<file path="src/rtl/alu_pkg.sv">
// Shared definitions for the ALU: the opcode encoding and the flag bit positions.
// Latency: n/a (types and constants only).
// Backpressure: n/a.
// Contents: alu_op_e (ALU_ADD/ALU_SUB/ALU_AND/ALU_SHL), FLAG_C, FLAG_Z, NUM_FLAGS.
package alu_pkg;

    typedef enum logic [1:0] {
        ALU_ADD = 2'b00,
        ALU_SUB = 2'b01,
        ALU_AND = 2'b10,
        ALU_SHL = 2'b11
    } alu_op_e;

    // Bit positions inside ALUFlags.
    localparam int FLAG_C    = 0;
    localparam int FLAG_Z    = 1;
    localparam int NUM_FLAGS = 2;

endpackage : alu_pkg

</file>
<file path="src/rtl/alu_core.sv">
// Combinational ALU datapath: ADD / SUB / AND / SHL on unsigned WIDTH-bit operands.
// Latency: 0 cycles (purely combinational).
// Backpressure: none; the result follows the inputs.
// Ports: a, b (operands; b is the shift amount for SHL), op (opcode) ->
//        result (WIDTH bits), c_flag (carry / borrow / shifted-out bit), z_flag (result == 0).
// Build option: ALU_SHIFT_CARRY_EN makes SHL report the last bit shifted out of a in c_flag;
//               without it SHL always reports c_flag = 0.
module alu_core
    import alu_pkg::*;
#(
    parameter int WIDTH = 4
) (
    input  logic [WIDTH-1:0] a,
    input  logic [WIDTH-1:0] b,
    input  alu_op_e          op,
    output logic [WIDTH-1:0] result,
    output logic             c_flag,
    output logic             z_flag
);

    // One extra bit on top catches the carry-out of ADD and the borrow of SUB:
    // for SUB the top bit is set exactly when the subtraction wraps, i.e. a < b.
    logic [WIDTH:0] sum_ext;
    logic [WIDTH:0] diff_ext;

    assign sum_ext  = {1'b0, a} + {1'b0, b};
    assign diff_ext = {1'b0, a} - {1'b0, b};

`ifdef ALU_SHIFT_CARRY_EN
    // Shifting a one-bit-wider copy leaves a[WIDTH-b] in the top bit for 1 <= b <= WIDTH;
    // b == 0 and b > WIDTH both leave it 0, which is the required carry in those cases.
    logic [WIDTH:0] shl_ext;
    assign shl_ext = {1'b0, a} << b;
`endif

    always_comb begin
        result = '0;
        c_flag = 1'b0;
        unique case (op)
            ALU_ADD: begin
                result = sum_ext[WIDTH-1:0];
                c_flag = sum_ext[WIDTH];
            end
            ALU_SUB: begin
                result = diff_ext[WIDTH-1:0];
                c_flag = diff_ext[WIDTH];
            end
            ALU_AND: begin
                result = a & b;
                c_flag = 1'b0;
            end
            ALU_SHL: begin
                // A shift by b >= WIDTH moves every bit out, giving 0.
                result = a << b;
`ifdef ALU_SHIFT_CARRY_EN
                c_flag = shl_ext[WIDTH];
`else
                c_flag = 1'b0;
`endif
            end
            default: begin
                result = '0;
                c_flag = 1'b0;
            end
        endcase
    end

    assign z_flag = (result == '0);

endmodule : alu_core

</file>
<file path="src/rtl/alu.sv">
// Registered ALU: alu_core datapath followed by result/flag/valid output registers.
// Latency: 1 cycle from in_valid to out_valid; one result per cycle, no bubbles.
// Backpressure: none; no stall input, outputs hold their last value while in_valid is low.
// Ports: clk, rst_n (async active-low), in_valid, A, B, ALUControl (opcode) ->
//        ALUResult, ALUFlags (bit0 = C, bit1 = Z), out_valid.
// Build option: ALU_SHIFT_CARRY_EN (see alu_core) selects the SHL carry behaviour.
module alu
    import alu_pkg::*;
#(
    parameter int WIDTH = 4
) (
    input  logic                 clk,
    input  logic                 rst_n,
    input  logic                 in_valid,
    input  logic [WIDTH-1:0]     A,
    input  logic [WIDTH-1:0]     B,
    input  logic [1:0]           ALUControl,
    output logic [WIDTH-1:0]     ALUResult,
    output logic [NUM_FLAGS-1:0] ALUFlags,
    output logic                 out_valid
);

    logic [WIDTH-1:0]     core_result;
    logic                 core_c;
    logic                 core_z;

    logic [WIDTH-1:0]     result_d, result_q;
    logic [NUM_FLAGS-1:0] flags_d,  flags_q;
    logic                 valid_d,  valid_q;

    alu_core #(
        .WIDTH (WIDTH)
    ) u_core (
        .a      (A),
        .b      (B),
        .op     (alu_op_e'(ALUControl)),
        .result (core_result),
        .c_flag (core_c),
        .z_flag (core_z)
    );

    // Load on in_valid; otherwise keep the last result visible and drop out_valid.
    always_comb begin
        result_d = result_q;
        flags_d  = flags_q;
        valid_d  = 1'b0;
        if (in_valid) begin
            result_d         = core_result;
            flags_d[FLAG_C]  = core_c;
            flags_d[FLAG_Z]  = core_z;
            valid_d          = 1'b1;
        end
    end

    // Anything presented while rst_n is low is discarded by the asynchronous clear.
    always_ff @(posedge clk or negedge rst_n) begin
        if (!rst_n) begin
            result_q <= '0;
            flags_q  <= '0;
            valid_q  <= 1'b0;
        end else begin
            result_q <= result_d;
            flags_q  <= flags_d;
            valid_q  <= valid_d;
        end
    end

    assign ALUResult = result_q;
    assign ALUFlags  = flags_q;
    assign out_valid = valid_q;

endmodule : alu

</file>
<file path="config.mk">
export PLATFORM = sky130hd
export DESIGN_NAME = alu
export DESIGN_NICKNAME = d
export VERILOG_FILES = /design/src/rtl/alu_pkg.sv /design/src/rtl/alu_core.sv /design/src/rtl/alu.sv
export SDC_FILE = /design/constraint.sdc
export NUM_CORES = 1
export LEC_CHECK = 0
export ABC_AREA = 1
export BUFFER_PORTS_ARGS = -buffer_cell sky130_fd_sc_hd__buf_2
export CAP_MARGIN = 20
export CORE_MARGIN = 1.5
export CORE_UTILIZATION = 46
export DETAILED_ROUTE_END_ITERATION = 10
export PLACE_DENSITY_LB_ADDON = 0.3
export SETUP_SLACK_MARGIN = 0.15
export SYNTH_ARGS = -nofsm -noshare
export SYNTH_HDL_FRONTEND = slang
export SYNTH_HIERARCHICAL = 1
export SYNTH_SLANG_ARGS = --single-unit
</file>
<file path="constraint.sdc">
create_clock -name clk -period 0.8 [get_ports clk]
set_input_delay 0.16 -clock clk [delete_from_list [all_inputs] [get_ports clk]]
set_output_delay 0.16 -clock clk [all_outputs]
set_load 0.005 [all_outputs]
</file>
## Word-level counts from Yosys, hierarchy flattened

Index checks and enable logic that the tools add are counted.

| cells by class | value |
|---|---|
| $mul | 0 |
| divide/modulo/power cells | 0 |
| order comparisons | 0 |
| bitwise logic cells | 1 |
| eq/ne operators | 3 |
| reductions and logical operators | 3 |
| shift operators | 1 |
| muxes and demuxes | 3 |
| add/sub/neg operators | 2 |

Operators with widths:

| cell | count |
|---|---|
| $pmux W4 S4 | 1 |
| $add A4 B4 Y5 | 1 |
| $sub A4 B4 Y5 | 1 |
| $and A4 B4 Y4 | 1 |
| $eq A2 B2 Y1 const B | 2 |
| $logic_not A4 Y1 | 1 |
| $shl A4 B4 Y4 | 1 |
| $pmux W1 S3 | 1 |
| $eq A2 B1 Y1 const B | 1 |
| $logic_not A2 Y1 | 1 |
| $reduce_or A2 Y1 | 1 |
| $mux W1 | 1 |

| storage, ports and cells | value |
|---|---|
| register bits | 7 |
| ROM bits | 0 |
| input bits | 13 |
| output and inout bits | 7 |
| bits in writable memories | 0 |
| bits in latches | 0 |
| memories kept | 0 |

## Longest topological paths before layout

Gate-level depths: netlist of the first run.

| logic depth | value |
|---|---|
| depth in word-level cells | 3 |
| gate-level depth with buffers | 14 |
| depth with buffers taken out | 14 |

## Modules after synthesis

Netlist of the first run, hierarchy kept.

By module, submodules not included:

| module | seq. area each (um^2) | cells each | times used | area an instance (um^2) |
|---|---|---|---|---|
| alu_core | 0.0 | 96 | 1 | 545.5 |
| alu | 175.2 | 26 | 1 | 246.5 |

## Least setup slack after synthesis of the first run

No wires, ideal clock.

| path | value |
|---|---|
| path kind | input port to flip-flop |
| from | input A[0] |
| to | register flags_q[1] (netlist: ALUFlags[1]) |
| cell stages on the path | 11 |
| library setup time | 0.065 ns |
| arrival | 1.414 ns |
| buffers on the path | 0 |
| required time | 0.735 ns |
| slack | -0.678 ns |
| cells stage by stage | inv_1 ha_1 fa_1 a21oi_1 nor2_1 nand2_1 a21oi_1 nand2_1 nor2_2 nand2_1 nand2_1 |

| between the ends | value |
|---|---|
| longest elaborated chain between the ends | 3 |
| elaborated cells between the ends (all ways) | 6 |
| those cells by class | add/sub: 2; shift: 1; mux: 1; bitwise: 1; reduce/logical: 1 |

RTL lines:

| element | line | text |
|---|---|---|
| start, declared | alu.sv:15 | `input logic [WIDTH-1:0] A,` |
| $sub A4 B4 Y5 (tied with other cells) | alu_core.sv:27 | `assign diff_ext = {1'b0, a} - {1'b0, b};` |
| $pmux W4 S4 (*) | alu_core.sv:39 | `unique case (op)` |
| $logic_not A4 Y1 (*) | alu_core.sv:68 | `assign z_flag = (result == '0);` |
| via core_z | alu.sv:25 | `logic core_z;` |
| end signal, assigned | alu.sv:63 | `flags_q <= flags_d;` |
| end, declared | alu.sv:28 | `logic [NUM_FLAGS-1:0] flags_d, flags_q;` |

The timed path passes the listed nets; every way through them passes the cells marked *.
A chain may end at the register's enable or synchronous reset.

## Worst setup path in the final report of the first run

| path | value |
|---|---|
| from | input A[0] |
| to | register result_q[1] (netlist: ALUResult[1]) |

| between the ends | value |
|---|---|
| longest elaborated chain between the ends | 2 |
| elaborated cells between the ends (all ways) | 4 |
| those cells by class | add/sub: 2; shift: 1; mux: 1 |

RTL lines:

| element | line | text |
|---|---|---|
| $sub A4 B4 Y5 (tied with other cells) | alu_core.sv:27 |  |
| $pmux W4 S4 (*) | alu_core.sv:39 |  |
| via core_result[1] | alu.sv:23 | `logic [WIDTH-1:0] core_result;` |
| end signal, assigned | alu.sv:62 | `result_q <= result_d;` |
| end, declared | alu.sv:27 | `logic [WIDTH-1:0] result_d, result_q;` |

Marks and branches as above.

==> impl_metrics.yaml, run 1 <==
timing:
  fin_skew_ns: 0
  slew_headroom: 0.771
  drv_slew: 0
  worstMarginPinSlew_ns: 0.342
  min_period_ns: 1.37
  rsz0062_at_grt: "true"
  timing.final.crit_share: 1.72
  hold_viol: 0
  max_freq_ghz: 0.729
  tns_ns: -3.46
  finalSetupViolations: 13
  setup_slack_ns: -0.573
logic_synthesis:
  synth_edf_count: 0
  yosysTopAreaCellShare: 0.221
  ys.flop_type: "dfrtp_1"
  yosys_warnings: 6
  synth.largest_area_cell: "dfrtp_1"
  syn_area_per_cell_um2: 6.49
  ys_top_cells_by_area: "dfrtp_1 22%, nand2_1 20%, ha_1 13%"
  ys_ff_latch: 7
  yosysUniqueCellTypes: 21
  netlist_instances: 122
  ys_seq_area_frac: 0.221
  syn-cell-area_um2: 792
  async_flop_share: 1.00
  syn-num-nets: 145
min_path:
  holdPathStages: 1
  worst_hold_path_type: "input pin to register"
layout:
  fin_nets: 189
  layout_common_cells: "38 x nand2_1, 18 x buf_4, 13 x buf_2, 13 x nand3_1, 9 x inv_1"
  syn_to_final_growth_pct: 62.7
  n_antenna_cell: 0
  final_common_cell: "nand2_1"
  drive_above_1_share: 0.467
routing:
  vias: 982
  dr.pass1.iters: 6
  viasPerCell: 5.43
  antenna_left: 0
  wirelength_um: 2530
  route.detailed.drc: 0
  drt-initial-drc-count: 37
  wl_per_cell_um: 14.0
critical_path:
  crit_cells: 9
  endpoint: "ALUResult[1]"
  path_cells: "buf_12 > buf_4 > ha_4 > fa_2 > inv_2 > nand2_1 > a21boi_0 > nand2_1 > nand2_1"
  end_kind: "register"
  cp_top_family: "adder cells"
  path_buf_inv: 3
  cp-start-kind: "input pin"
  worst-endpoint-arrival_ns: 1.56
  required_ns: 0.99
  r2r_start: "ALUResult[3]"
  timing.critical_path.mode_cell: "nand2_1"
  startpoint: "A[0]"
  r2r-end: "ALUResult[3]"
  cp_max_fo: 3
  slowest_stage: "fa_2"
  critPathMaxStageDelay_ns: 0.52
  critPathKind: "input pin to register"
  reg2reg_depth: 4
  rrSetupSlack_ns: -0.03
die:
  row_count: 14
  fp.dieW_um: 44.5
  initial_core_util: 0.508
  io_pins: 20
  dieArea_um2: 1980
  core_um2: 1560
  die_h_um: 44.5
pwr:
  power_density_nw_per_um2: 1140
  vdd_ir_drop_max_uv: 1040
  power.leakage_nw: 0.682
  p_total_mw: 1.46
global_route:
  grt_pass1_vias: 921
  grt_usage: 0.256
  grt_pass1_wl_um: 3660
  grt_max_degree: 9
  antenna_found_initial: 0
  grt_overflow: 0
cts:
  numCtsBuffers: 3
  clock-root-buffer: "clkbuf_4"
  htreeDepth: 1
  clock_latency_ns: 0.26
  cts_tree: "built"
  clkSlewWorstSetupHoldPaths_ns: 0.05
  cts.sinks: 7
  clockBufferDepth: 2
flow_run:
  max_cap_violations: 0
run_status:
  violations: "negative setup slack"
  status: "complete, but fails checks"
place:
  gp_congestion: 0.909
  pre_cts_slack_ns: -0.937
  port_buffers: 19
  hpwlAfterDp_um: 1780
power breakdown:
| part | internal [mW] | switching [mW] |
|---|---|---|
| Sequential | 0.396 | 0.0212 |
| Combinational | 0.344 | 0.370 |
| Clock | 0.191 | 0.141 |
| Total | 0.931 | 0.532 |
state kept, by name, summed over array words and instances, names as in the netlist:
name / flops
ALUResult: 4
out_valid: 1
ALUFlags: 2
stage by stage:
stage	area [µm²]	cells	hold WS [ns]	utilization
floorplan	855	122	-0.136	-
global placement	1120	174	-0.00648	0.717
detailed placement	1120	174	0.00557	0.717
CTS	1240	180	0.103	0.795
global route	1290	181	0.0993	0.827
finish	1290	181	0.115	0.827
kinds of logic (layout without fill, tap and decap cells):
family / after synthesis / in the layout / synth area share
XOR/XNOR: 1 / 1 / 0.0111
adder cells (fa/ha/maj): 10 / 10 / 0.177
AND/OR/NAND/NOR: 72 / 72 / 0.395
AO/OA/AOI/OAI: 12 / 12 / 0.0916
buffers and inverters: 20 / 63 / 0.104
flip-flops: 7 / 7 / 0.221
worst reg2reg max path, cell delays in order, from the launching register on:
cell and delay [ns]:
dfrtp_1 0.38, buf_4 0.13, buf_4 0.12, nand2_1 0.05
nand2_1 0.05
routing by layer:
layer | track usage | vias up | part of all wire
met5 | 0 | - | 0
li1 | - | 469 | -
met1 | 0.299 | 457 | 0.39
met3 | 0.0653 | 8 | 0.058
met2 | 0.449 | 48 | 0.53
met4 | 0.0848 | 0 | 0.021
Yosys cell counts, types with 2 or more instances:
library cell and count:
a21oi_1 6, nor2_1 8, inv_2 5, a21oi_2 2, nand3_1 16, ha_1 8
nand2_1 43, inv_1 13, dfrtp_1 7, nor2_2 2, fa_1 2
worst min path at each step:
stage / slack [ns] / to / from
floorplan: -0.14 / ALUFlags[0] / rst_n
global placement: -0.006 / ALUResult[3] / rst_n
detailed placement: 0.006 / ALUResult[2] / rst_n
CTS: 0.10 / out_valid / in_valid
global route: 0.1 / out_valid / in_valid
finish: 0.11 / out_valid / in_valid
timing repair:
| action | CTS | global route |
|---|---|---|
| hold buffers | 1 | 0 |
| buffers inserted | 1 | 1 |
| pin swaps | 10 | 16 |
| endpoints found under the hold margin | 7 | 0 |
| setup endpoints to repair | 13 | 13 |
| gates resized for setup | 20 | 13 |
| gates cloned | 0 | 0 |
cell type report:
class	count	area, µm²
Clock buffer	4	26.3
Fill cell	105	270
Inverter	19	91.3
Multi-Input combinational cell	95	646
Sequential cell	7	175
Tap cell	16	20.0
Timing Repair Buffer	40	330
No activity file was read; power rests on OpenSTA's default activity.
==> run 2: changes to the inputs <==
==> constraint.sdc (replaced) <==
create_clock -name clk -period 1.2 [get_ports clk]
set_input_delay 0.24 -clock clk [delete_from_list [all_inputs] [get_ports clk]]
set_output_delay 0.24 -clock clk [all_outputs]
set_load 0.005 [all_outputs]
==> run 2 against run 1 <==
The run still ends with negative setup slack left. Count of clock-buffer cells in the layout unchanged. Die area unchanged. Setup slack better by 0.33 ns. Design area fell by 5.5%. Global-route usage is 1.3 points lower. Critical path depth rose by 2. Via count down 6.3%. Clock power fell by 34%.
==> impl_metrics.yaml, run 2 (same netlist as run 1, synthesis figures left out) <==
die:
  die_h_um: 44.5
  io_pins: 20
  dieArea_um2: 1980
  row_count: 14
  initial_core_util: 0.508
  core_um2: 1560
  fp.dieW_um: 44.5
place:
  port_buffers: 19
  place_inst: 173
  hpwlAfterDp_um: 1680
  gp_congestion: 0.899
  dpl_cell_area_um2: 1090
min_path:
  worst_hold_path_type: "input pin to register"
  worst_hold_path.endpoint: "out_valid"
  hold_path.startpoint: "in_valid"
  holdPathStages: 1
critical_path:
  r2r-end: "ALUResult[2]"
  reg2reg_depth: 2
  critPathKind: "input pin to register"
  rrSetupSlack_ns: 0.60
  required_ns: 1.39
  end_kind: "register"
  cp-start-kind: "input pin"
  cp_max_fo: 2
  r2r_start: "ALUResult[2]"
  worst-endpoint-arrival_ns: 1.64
timing:
  min_period_ns: 1.45
  max_freq_ghz: 0.692
  rsz0062_at_grt: "true"
  worstMarginPinSlew_ns: 0.280
  drv_slew: 0
  slew_headroom: 0.812
  timing.final.crit_share: 1.20
  setup_slack_ns: -0.246
  finalSetupViolations: 4
  fin_skew_ns: 0
  hold_viol: 0
routing:
  vias: 920
  wirelength_um: 2150
  viasPerCell: 5.14
  wl_per_cell_um: 12.0
  antenna_left: 0
  dr.pass1.iters: 6
  drt-initial-drc-count: 53
  route.detailed.drc: 0
layout:
  final_area_um2: 1220
  largest_reg_flops: 4
  nFillCells: 113
  n_antenna_cell: 0
  syn_to_final_growth_pct: 53.7
  final_common_cell: "nand2_1"
  fin_nets: 187
  finalNonFillerCells: 179
  layout_common_cells: "43 x nand2_1, 14 x buf_2, 14 x buf_4, 14 x nand3_1, 10 x inv_1"
  drive_above_1_share: 0.399
  final_core_util: 0.781
run_status:
  violations: "negative setup slack"
  status: "complete, but fails checks"
cts:
  htreeDepth: 1
  clockBufferDepth: 2
  clock-root-buffer: "clkbuf_4"
  cts_tree: "built"
  numCtsBuffers: 3
  clkSlewWorstSetupHoldPaths_ns: 0.05
  cts.sinks: 7
  clock_latency_ns: 0.25
pwr:
  p_total_uw: 913
  vdd_ir_drop_max_uv: 1080
  power.leakage_nw: 0.657
  power_density_nw_per_um2: 750
global_route:
  grt_pass1_wl_um: 3540
  antenna_found_initial: 0
  grt_usage: 0.242
  grt_pass1_vias: 848
  grt_max_degree: 9
  grt_overflow: 0
flow_run:
  max_cap_violations: 0
-- run 2: changes by cell type in the layout (fill, tap and decap cells not counted), sizes merged --
cell and delta:
buf -3, clkbuf +1
-- run 2: area by class of cell --
cell class,count,area [µm²],area share
multi-input cells,95,609,0.501
repair buffers,38,300,0.247
flip-flops and latches,7,175,0.144
inverters,19,86.3,0.0709
clock buffers,4,26.3,0.0216
well taps,16,20.0,0.0164
-- run 2: critical path: stages --
cell     delay (ns)
buf_12         0.11
buf_6          0.12
ha_4           0.16
fa_2           0.40
xor2_1         0.20
nand2_1        0.08
nand2_1        0.09
nand2_1        0.06
nor2_2         0.07
nand2_1        0.05
nand2_1        0.06
-- run 2: worst max-delay path by stage --
stage | startpoint | slack (ns) | endpoint
floorplan | A[0] | -0.31 | ALUFlags[1]
global placement | A[0] | -0.54 | ALUFlags[1]
detailed placement | A[0] | -0.59 | ALUFlags[1]
CTS | A[0] | -0.24 | ALUFlags[1]
global route | A[0] | -0.29 | ALUFlags[1]
finish | A[0] | -0.25 | ALUFlags[1]
-- run 2: metrics by stage --
step	worst slack (ns)	hold slack (ns)	TNS (ns)
5_1_grt	-0.289	0.192	-0.979
3_3_place_gp	-0.544	0.0736	-2.55
4_1_cts	-0.237	0.193	-0.673
6_report	-0.246	0.195	-0.825
2_1_floorplan	-0.313	-0.0556	-0.705
3_5_place_dp	-0.594	0.0818	-2.67
-- run 2: routing by layer --
layer | vias to the layer above | track usage | wire (µm)
met5 | - | 0 | 0
met4 | 0 | 0.0303 | 17
met3 | 2 | 0.0857 | 147
met2 | 35 | 0.406 | 1070
met1 | 417 | 0.307 | 916
li1 | 466 | - | -
-- run 2: power by group --
group	leakage [nW]	internal (mW)	switching (mW)
sequential	0.0888	0.264	0.0121
combinational	0.553	0.200	0.217
clock	0.0150	0.127	0.0921
total	0.657	0.592	0.321
-- run 2: what timing repair did --
action                                  CTS  global route
endpoints found under the setup margin    6             6
buffers inserted                          1             0
endpoints found under the hold margin     7             0
hold buffers                              1             0
resized for setup                        15             5
cloned                                    0             0
pin swaps                                11             7
